File: config.mk
export PLATFORM = sky130hd
export DESIGN_NAME = axi4_drop_req_arbiter
export DESIGN_NICKNAME = d
export VERILOG_FILES = /design/src/rtl/axi4_drop_req_arbiter.sv
export SDC_FILE = /design/constraint.sdc
export NUM_CORES = 1
export LEC_CHECK = 0
export ABC_AREA = 1
export BUFFER_PORTS_ARGS = -buffer_cell sky130_fd_sc_hd__clkbuf_2
export CORE_ASPECT_RATIO = 2
export CORE_UTILIZATION = 41
export CTS_BUF_LIST = sky130_fd_sc_hd__clkbuf_16
export CTS_CLUSTER_SIZE = 10
export DETAILED_ROUTE_END_ITERATION = 8
export GPL_TIMING_DRIVEN = 0
export PLACE_DENSITY = 0.86
export SLEW_MARGIN = 0
export SYNTH_ARGS = -nofsm -noshare
export SYNTH_HDL_FRONTEND = slang
export SYNTH_SLANG_ARGS = --single-unit
File: constraint.sdc
create_clock -name axi4_aclk -period 2 [get_ports axi4_aclk]
set_clock_uncertainty 0.1 [all_clocks]
set_input_delay 0.3 -clock axi4_aclk [delete_from_list [all_inputs] [get_ports axi4_aclk]]
set_output_delay 0.3 -clock axi4_aclk [all_outputs]
set_load 0.01 [all_outputs]
File: src/rtl/axi4_drop_req_arbiter.sv
// ---------------------------------------------------------------------------
// axi4_drop_req_arbiter
//  Round-robin arbiter that funnels write-transaction drop requests from
//  NUM_REQ sources into the single trans_id/trans_drop port of the B-channel
//  drop sender. Tracks drops that have been issued but not yet answered on B
//  and stops granting once MAX_OUTSTANDING of them are in flight.
//
//  Optional feature macro: DROP_ARB_STATS_EN
//   When defined, adds per-requester saturating grant counters readable via
//   stat_sel/stat_count and clearable via stat_clr.
// ---------------------------------------------------------------------------
module axi4_drop_req_arbiter #(
  parameter  int NUM_REQ         = 4,
  parameter  int C_AXI_ID_WIDTH  = 10,
  parameter  int MAX_OUTSTANDING = 4,
  parameter  int CNT_WIDTH       = 16,
  localparam int ID_W            = C_AXI_ID_WIDTH,
  localparam int OUT_W           = $clog2(MAX_OUTSTANDING + 1),
  localparam int PTR_W           = $clog2(NUM_REQ)
) (
  input  logic                     axi4_aclk,
  input  logic                     axi4_arstn,
  input  logic [NUM_REQ-1:0]       req_valid,
  input  logic [NUM_REQ*ID_W-1:0]  req_id,
  output logic [NUM_REQ-1:0]       req_ready,
  output logic [ID_W-1:0]          trans_id,
  output logic                     trans_drop,
  input  logic                     trans_ready,
  input  logic                     drop_done,
  output logic [OUT_W-1:0]         outstanding,
`ifdef DROP_ARB_STATS_EN
  input  logic [PTR_W-1:0]         stat_sel,
  input  logic                     stat_clr,
  output logic [CNT_WIDTH-1:0]     stat_count,
`endif
  output logic                     busy,
  output logic                     err_underflow
);

  typedef enum logic [0:0] {
    ST_IDLE  = 1'b0,
    ST_ISSUE = 1'b1
  } state_t;

  state_t              state_r;
  state_t              state_nxt_s;
  logic [PTR_W-1:0]    rr_ptr_r;
  logic [PTR_W-1:0]    win_r;
  logic [ID_W-1:0]     trans_id_r;
  logic                trans_drop_r;
  logic [OUT_W-1:0]    outstanding_r;
  logic                err_underflow_r;

  logic                win_found_s;
  logic [PTR_W-1:0]    win_idx_s;
  logic [PTR_W-1:0]    idx_s;
  logic [ID_W-1:0]     win_id_s;
  logic                eligible_s;
  logic                grant_s;
  logic                handshake_s;
  logic [NUM_REQ-1:0]  req_ready_s;

  // Round-robin search: first valid requester after rr_ptr, wrapping around.
  always_comb begin
    win_found_s = 1'b0;
    win_idx_s   = {PTR_W{1'b0}};
    idx_s       = {PTR_W{1'b0}};
    for (int k = 1; k <= NUM_REQ; k++) begin
      idx_s = PTR_W'((int'(rr_ptr_r) + k) % NUM_REQ);
      if (!win_found_s && req_valid[idx_s]) begin
        win_found_s = 1'b1;
        win_idx_s   = idx_s;
      end else begin
        win_found_s = win_found_s;
      end
    end
  end

  // Select the ID slice belonging to the current winner.
  always_comb begin
    win_id_s = {ID_W{1'b0}};
    for (int i = 0; i < NUM_REQ; i++) begin
      if (win_idx_s == PTR_W'(i)) begin
        win_id_s = req_id[i*ID_W +: ID_W];
      end else begin
        win_id_s = win_id_s;
      end
    end
  end

  assign eligible_s  = win_found_s && (outstanding_r < OUT_W'(MAX_OUTSTANDING));
  assign grant_s     = (state_r == ST_IDLE) && eligible_s;
  assign handshake_s = (state_r == ST_ISSUE) && trans_ready;

  // One-hot accept strobe, suppressed while reset is asserted.
  always_comb begin
    req_ready_s = {NUM_REQ{1'b0}};
    if (axi4_arstn && grant_s) begin
      req_ready_s[win_idx_s] = 1'b1;
    end else begin
      req_ready_s = {NUM_REQ{1'b0}};
    end
  end

  // FSM state register.
  always_ff @(posedge axi4_aclk) begin
    if (!axi4_arstn) begin
      state_r <= ST_IDLE;
    end else begin
      state_r <= state_nxt_s;
    end
  end

  // FSM next-state: grant moves to ISSUE, handshake returns to IDLE.
  always_comb begin
    state_nxt_s = state_r;
    case (state_r)
      ST_IDLE: begin
        if (grant_s) begin
          state_nxt_s = ST_ISSUE;
        end else begin
          state_nxt_s = ST_IDLE;
        end
      end
      ST_ISSUE: begin
        if (trans_ready) begin
          state_nxt_s = ST_IDLE;
        end else begin
          state_nxt_s = ST_ISSUE;
        end
      end
      default: begin
        state_nxt_s = ST_IDLE;
      end
    endcase
  end

  // Latch the winner on grant; hold the sender port until the handshake.
  always_ff @(posedge axi4_aclk) begin
    if (!axi4_arstn) begin
      trans_drop_r <= 1'b0;
      trans_id_r   <= {ID_W{1'b0}};
      rr_ptr_r     <= PTR_W'(NUM_REQ - 1);
      win_r        <= {PTR_W{1'b0}};
    end else if (grant_s) begin
      trans_drop_r <= 1'b1;
      trans_id_r   <= win_id_s;
      win_r        <= win_idx_s;
    end else if (handshake_s) begin
      trans_drop_r <= 1'b0;
      rr_ptr_r     <= win_r;
    end else begin
      trans_drop_r <= trans_drop_r;
    end
  end

  // In-flight drop counter plus sticky underflow flag.
  always_ff @(posedge axi4_aclk) begin
    if (!axi4_arstn) begin
      outstanding_r   <= {OUT_W{1'b0}};
      err_underflow_r <= 1'b0;
    end else if (handshake_s && drop_done) begin
      outstanding_r <= outstanding_r;
    end else if (handshake_s) begin
      outstanding_r <= outstanding_r + OUT_W'(1);
    end else if (drop_done) begin
      if (outstanding_r == {OUT_W{1'b0}}) begin
        err_underflow_r <= 1'b1;
      end else begin
        outstanding_r <= outstanding_r - OUT_W'(1);
      end
    end else begin
      outstanding_r <= outstanding_r;
    end
  end

`ifdef DROP_ARB_STATS_EN
  logic [CNT_WIDTH-1:0] stat_cnt_r [NUM_REQ];

  // Saturating per-requester grant counters; clear wins over increment.
  always_ff @(posedge axi4_aclk) begin
    for (int i = 0; i < NUM_REQ; i++) begin
      if (!axi4_arstn || stat_clr) begin
        stat_cnt_r[i] <= {CNT_WIDTH{1'b0}};
      end else if (req_ready_s[i] && (stat_cnt_r[i] != {CNT_WIDTH{1'b1}})) begin
        stat_cnt_r[i] <= stat_cnt_r[i] + CNT_WIDTH'(1);
      end else begin
        stat_cnt_r[i] <= stat_cnt_r[i];
      end
    end
  end

  // Read port for the selected counter.
  always_comb begin
    stat_count = {CNT_WIDTH{1'b0}};
    if (int'(stat_sel) < NUM_REQ) begin
      stat_count = stat_cnt_r[stat_sel];
    end else begin
      stat_count = {CNT_WIDTH{1'b0}};
    end
  end
`endif

  assign req_ready     = req_ready_s & req_valid;
  assign trans_id      = trans_id_r;
  assign trans_drop    = trans_drop_r;
  assign outstanding   = outstanding_r;
  assign err_underflow = err_underflow_r;
  assign busy          = (state_r != ST_IDLE) || (outstanding_r != {OUT_W{1'b0}});

endmodule

# Word level (Yosys, flattened, before mapping)
# Index checks and enable logic that the tools add are counted.
# op_classes
add_sub_neg,6
multipliers,0
div,0
n_lt_le_gt_ge,7
eq_ne,4
shifts,0
muxes,31
bitwise,5
n_reduce_logical,21
# ops
operator,count
two-way mux 10 bit,4
"< comparator 2 x 3 -> 1 bit, second input constant",5
two-way mux 1 bit,13
logical AND 1 bit,9
two-way mux 3 bit,3
binary-select mux 1 bit (select 2 bit),4
two-way mux 2 bit,4
"adder 2 x 1 -> 2 bit, second input constant",2
"adder 2 bit, second input constant",2
AND 4 bit,1
"== test 2 bit, second input constant",2
two-way mux 4 bit,1
NOT 1 bit,4
AND reduction 4 bit,1
nonzero test 2 bit,2
"adder 3 x 1 -> 3 bit, second input constant",1
zero test 1 bit,3
zero test 3 bit,1
"< comparator 3 bit, second input constant",1
AND reduction 3 bit,1
nonzero test 3 bit,1
"subtractor 3 x 1 -> 3 bit, second input constant",1
demux 1 bit (select 2 bit),1
"== test 2 x 1 -> 1 bit, second input constant",1
other kinds (6),6
# totals
regBits,20
latchBits,0
ramBits,0
mem_bits_ro,0
inputBits,48
out_inout_bits,20
wordCells,81
mem_count,0

# Longest topological paths before layout
# logic_depth
ltp_word,19
depth_mapped,19

# Worst setup path after synthesis
# No wires, ideal clock.
# synth_timing
kind,register to output
from,register rr_ptr_r[0]
to,output req_ready[2]
t_arrival_ns,1.674
required_ns,1.600
slack_ns,-0.074
stages_incl_launch_ff,14
n_path_buf,3
cell_sequence,dfxtp_1 buf_6 inv_2 buf_6 nand2_2 nand2_2 nand2_1 nand2_2 nor2_4 nand3_1 nand2_1 nand2_4 buf_2 nor3_1
# synth_between
elab_chain_len,19
# synth_lines
item,line_no,source
start: declaration,47,logic [PTR_W-1:0] rr_ptr_r;
start signal: assignment,143,rr_ptr_r <= PTR_W'(NUM_REQ - 1);
start signal: assignment,151,rr_ptr_r <= win_r;
adder 2 x 1 -> 2 bit,69,idx_s = PTR_W'((int'(rr_ptr_r) + k) % NUM_REQ);
binary-select mux 1 bit (select 2 bit),70,if (!win_found_s && req_valid[idx_s]) begin
two-way mux 1 bit (not written as such),70,
two-way mux 1 bit,70,
zero test 1 bit,70,
logical AND 1 bit,70,
two-way mux 1 bit,70,
zero test 1 bit,70,
[... 3 more ...],--,
logical AND 1 bit,70,
two-way mux 2 bit,70,
< comparator 2 x 3 -> 1 bit (not written as such) / greater-or-equal comparator 2 x 1 -> 1 bit (equally long branches),99,req_ready_s[win_idx_s] = 1'b1;
logical AND 1 bit (not written as such),99,
two-way mux 1 bit (not written as such),99,
demux 1 bit (select 2 bit),99,
two-way mux 4 bit *,98,if (axi4_arstn && grant_s) begin
AND 4 bit *,204,assign req_ready = req_ready_s & req_valid;
end: declaration,25,"output logic [NUM_REQ-1:0] req_ready,"
# Mark *: on every way between the ends. The rest lies on a longest branch, timed or not. The select of a mux whose other input is x is not followed.

# Final worst setup path
# Same ends and word-level chain as after synthesis.

==> results.sh <==
export IMPL_setup_tns_ns=-3.010
export IMPL_synth_edf_count=0
export IMPL_synthArstFlopShare_pct=0
export IMPL_final_core_util_pct=68.22
export IMPL_rr_worst_depth=19
export IMPL_num_fill_cells=285
export IMPL_diodes=0
export IMPL_worst_slack_ns=-0.3734
export IMPL_ys_seq_elements=20
export IMPL_clock_latency_ns=0.25
export IMPL_synth_distinct_cells=22
export IMPL_synth_top_family_by_area="simple AND/OR/NAND/NOR gates"
export IMPL_worstPathCellList="inv_4 > buf_6 > buf_6 > nand2_1 > nand3_2 > nand2_2 > nor2_1 > nor2_2 > nand2_4 > nand2_4 > inv_4 > buf_6 > nor3_2 > buf_2"
export IMPL_timing_rr_end="trans_id[8]"
export IMPL_slew_headroom_pct=73.56
export IMPL_hold_viol=0
export IMPL_crit_start="rr_ptr_r[0]"
export IMPL_area_delta_synth_final_pct=56.56
export IMPL_yosysSeqAreaShare_pct=28.78
export IMPL_crit_path_end_kind="output port"
export IMPL_dr_pass1_iters=4
export IMPL_grt_max_degree=13
export IMPL_cts_buffers=3
export IMPL_worstMarginPinSlew_ns=0.3936
export IMPL_cts_buffer_depth=2
export IMPL_reg2reg_slack_ns=-0.24
export IMPL_row_count=29
export IMPL_critPathKind="reg -> out"
export IMPL_core_area_sq_mm=0.003193
export IMPL_worstPathArrival_ns=1.97
export IMPL_synth_cells=232
export IMPL_synth_common_cells="72 x nand2_1, 28 x nand3_1, 28 x nor2_1"
export IMPL_antenna_found_initial=0
export IMPL_post_route_period_util_pct=118.7
export IMPL_cp_slowest_stage_delay_ns=0.39
export IMPL_period_needed_ns=2.373
export IMPL_p_leak_nw=1.164
export IMPL_critical_path_top_delay_family="simple AND/OR/NAND/NOR gates"
export IMPL_antenna_left=0
export IMPL_synth_warnings=0
export IMPL_dpl_hpwl_um=3119
export IMPL_endpoint="req_ready[2]"
export IMPL_synth_nets=281
export IMPL_synth_compound_area_share_pct=11.06
export IMPL_setup_viol=14
export IMPL_path_depth=14
export IMPL_gp_congestion=0.9070
export IMPL_yosysTopAreaCellShare_pct=28.78
export IMPL_reg2reg_from="rr_ptr_r[0]"
export IMPL_drt_iter0_markers=53
export IMPL_dr_total_vias=1868
export IMPL_vias_per_cell=5.337
export IMPL_cts_tree="yes"
export IMPL_totalWireLength_um=4741
export IMPL_io_buffers=67
export IMPL_synthMuxAreaShare_pct=0
export IMPL_layout_nets=369
export IMPL_ios=68
export IMPL_yosys_area_share_simple_pct=48.11
export IMPL_holdCritStartpoint="drop_done"
export IMPL_grt_pass1_vias=1823
export IMPL_drc=0
export IMPL_fin_area_sq_mm=0.002178
export IMPL_syn_avg_cell_area_sq_um=5.997
export IMPL_post_place_ws_ns=-0.2689
export IMPL_ys_flop_type="dfxtp_1"
export IMPL_overflow=0
export IMPL_run_status="complete, but fails checks"
export IMPL_clk_pin_slew_ns=0.06
export IMPL_synth_most_common_cell="nand2_1"
export IMPL_cts_sinks=20
export IMPL_die_x_um=43.19
export IMPL_drv_slew=0
export IMPL_crit_top_cell="buf_6"
export IMPL_max_vdd_ir_drop_mv=0.7328
export IMPL_grt_pass1_wl_um=7445
export IMPL_crit_path_top_delay_cell="dfxtp_4"
export IMPL_max_cap_violations=0
export IMPL_cts_root_buf="clkbuf_16"
export IMPL_dieArea_sq_mm=0.003644
export IMPL_syn_cell_area_sq_mm=0.001391
export IMPL_hp_class="in -> reg"
export IMPL_fmax_ghz=0.4213
export IMPL_required_ns=1.60
export IMPL_chipHeight_um=84.38
export IMPL_synth_area_leaders="dfxtp_1 29%, nand2_1 19%, nand3_1 10%"
export IMPL_violations="negative setup slack"
export IMPL_path_max_fanout=6
export IMPL_grt_setup_unrepaired="true"
export IMPL_final_layout_size_suffix_gt1_share_pct=43.26
export IMPL_yosys_area_top_type="dfxtp_1"
export IMPL_wl_per_cell_um=13.55
export IMPL_power_mw=2.607
export IMPL_cellPowerDensity_mw_per_mm2=1197
export IMPL_synthXorXnorAreaFrac_pct=0
export IMPL_h_tree_depth=1
export IMPL_grt_usage_pct=26.08
export IMPL_dpl_cell_area_sq_mm=0.001778
export IMPL_critPathBufInv=6
export IMPL_synth_fa_ha_area_share_pct=1.439
export IMPL_start_util_pct=43.57
export IMPL_start_kind="flop"
[metal layers]
| metal | GRT usage (%) | routed length, um | vias to the layer above |
|---|---|---|---|
| met5 | 0 | 0 | - |
| met4 | 12.40 | 121 | 0 |
| met3 | 3.441 | 178 | 12 |
| met2 | 50.88 | 2824 | 69 |
| met1 | 24.63 | 1617 | 860 |
| li1 | - | - | 927 |
[registers in the layout (all words and copies together), names as in the netlist]
signal / flops
rr_ptr_r: 2
win_r: 2
trans_drop: 1
err_underflow: 1
outstanding: 3
state_r: 1
trans_id: 10
[through the flow]
step / hold slack (ns) / cells
4_1_cts: 0.2231 / 350
6_report: 0.2234 / 350
3_5_place_dp: 0.3594 / 330
2_1_floorplan: 0.3384 / 232
3_3_place_gp: 0.3477 / 330
5_1_grt: 0.2523 / 350
[worst register-to-register path, stage by stage (launching register included)]
cell and delay, ns:
dfxtp_4 0.39, inv_4 0.04, buf_6 0.12, nand2_2 0.06, nand2_2 0.07, nand2_2 0.10
nand2_4 0.07, nor2_4 0.13, nand2_2 0.07, nor2_2 0.11, inv_2 0.07, nand2_8 0.10
inv_8 0.04, nand2_4 0.07, buf_6 0.11, buf_4 0.16, nor2_1 0.05, nor2_1 0.09
nand2_1 0.09, a21oi_2 0.13
[cells by family (layout without fill, tap and decap cells)]
group	count (synthesis)	count (layout)
AO/OA/AOI/OAI	29	29
adder cells (fa/ha/maj)	1	1
buffers and inverters	31	118
flip-flops	20	20
AND/OR/NAND/NOR	151	151
[report_power, final]
group	leakage (nW)	internal (mW)	switching, mW
Sequential	0.165	0.515	0.0800
Clock	0.0511	0.397	0.145
Combinational	0.948	0.605	0.866
[worst min path at each step]
| stage | endpoint | slack (ns) | depth (start not counted) |
|---|---|---|---|
| 6_report | err_underflow | 0.22 | 3 |
| 3_5_place_dp | trans_id[8] | 0.36 | 2 |
| 4_1_cts | err_underflow | 0.22 | 3 |
| 5_1_grt | win_r[0] | 0.25 | 3 |
| 2_1_floorplan | outstanding[2] | 0.34 | 2 |
| 3_3_place_gp | trans_drop | 0.35 | 2 |
[layout by cell type, fill, tap and decap left out, types with 8 or more instances in the layout]
master,synthesis,routed
a21oi_1,14,13
buf_4,0,14
buf_6,3,8
clkbuf_2,0,63
dfxtp_1,20,18
inv_1,17,16
nand2_1,72,60
nand2_2,7,11
nand2_4,2,9
nand3_1,28,24
nor2_1,28,24
o21ai_0,11,10
[area by class of cell]
type / instances / area, sq um / share of cell area, %
inverters: 23 / 98.84 / 4.538
clock buffers: 3 / 75.07 / 3.446
clock inverters: 1 / 30.03 / 1.379
well taps: 31 / 38.79 / 1.781
plain buffers: 7 / 61.31 / 2.814
repair buffers: 84 / 480.5 / 22.06
multi-input cells: 181 / 988.4 / 45.38
flip-flops and latches: 20 / 405.4 / 18.61
[repair_timing]
item / CTS / global route
resized for setup: 31 / 27
hold buffers: 0 / 0
pin swaps: 16 / 16
setup endpoints to repair: 17 / 17
setup buffers: 16 / 1
No activity file was read; power rests on OpenSTA's default activity.
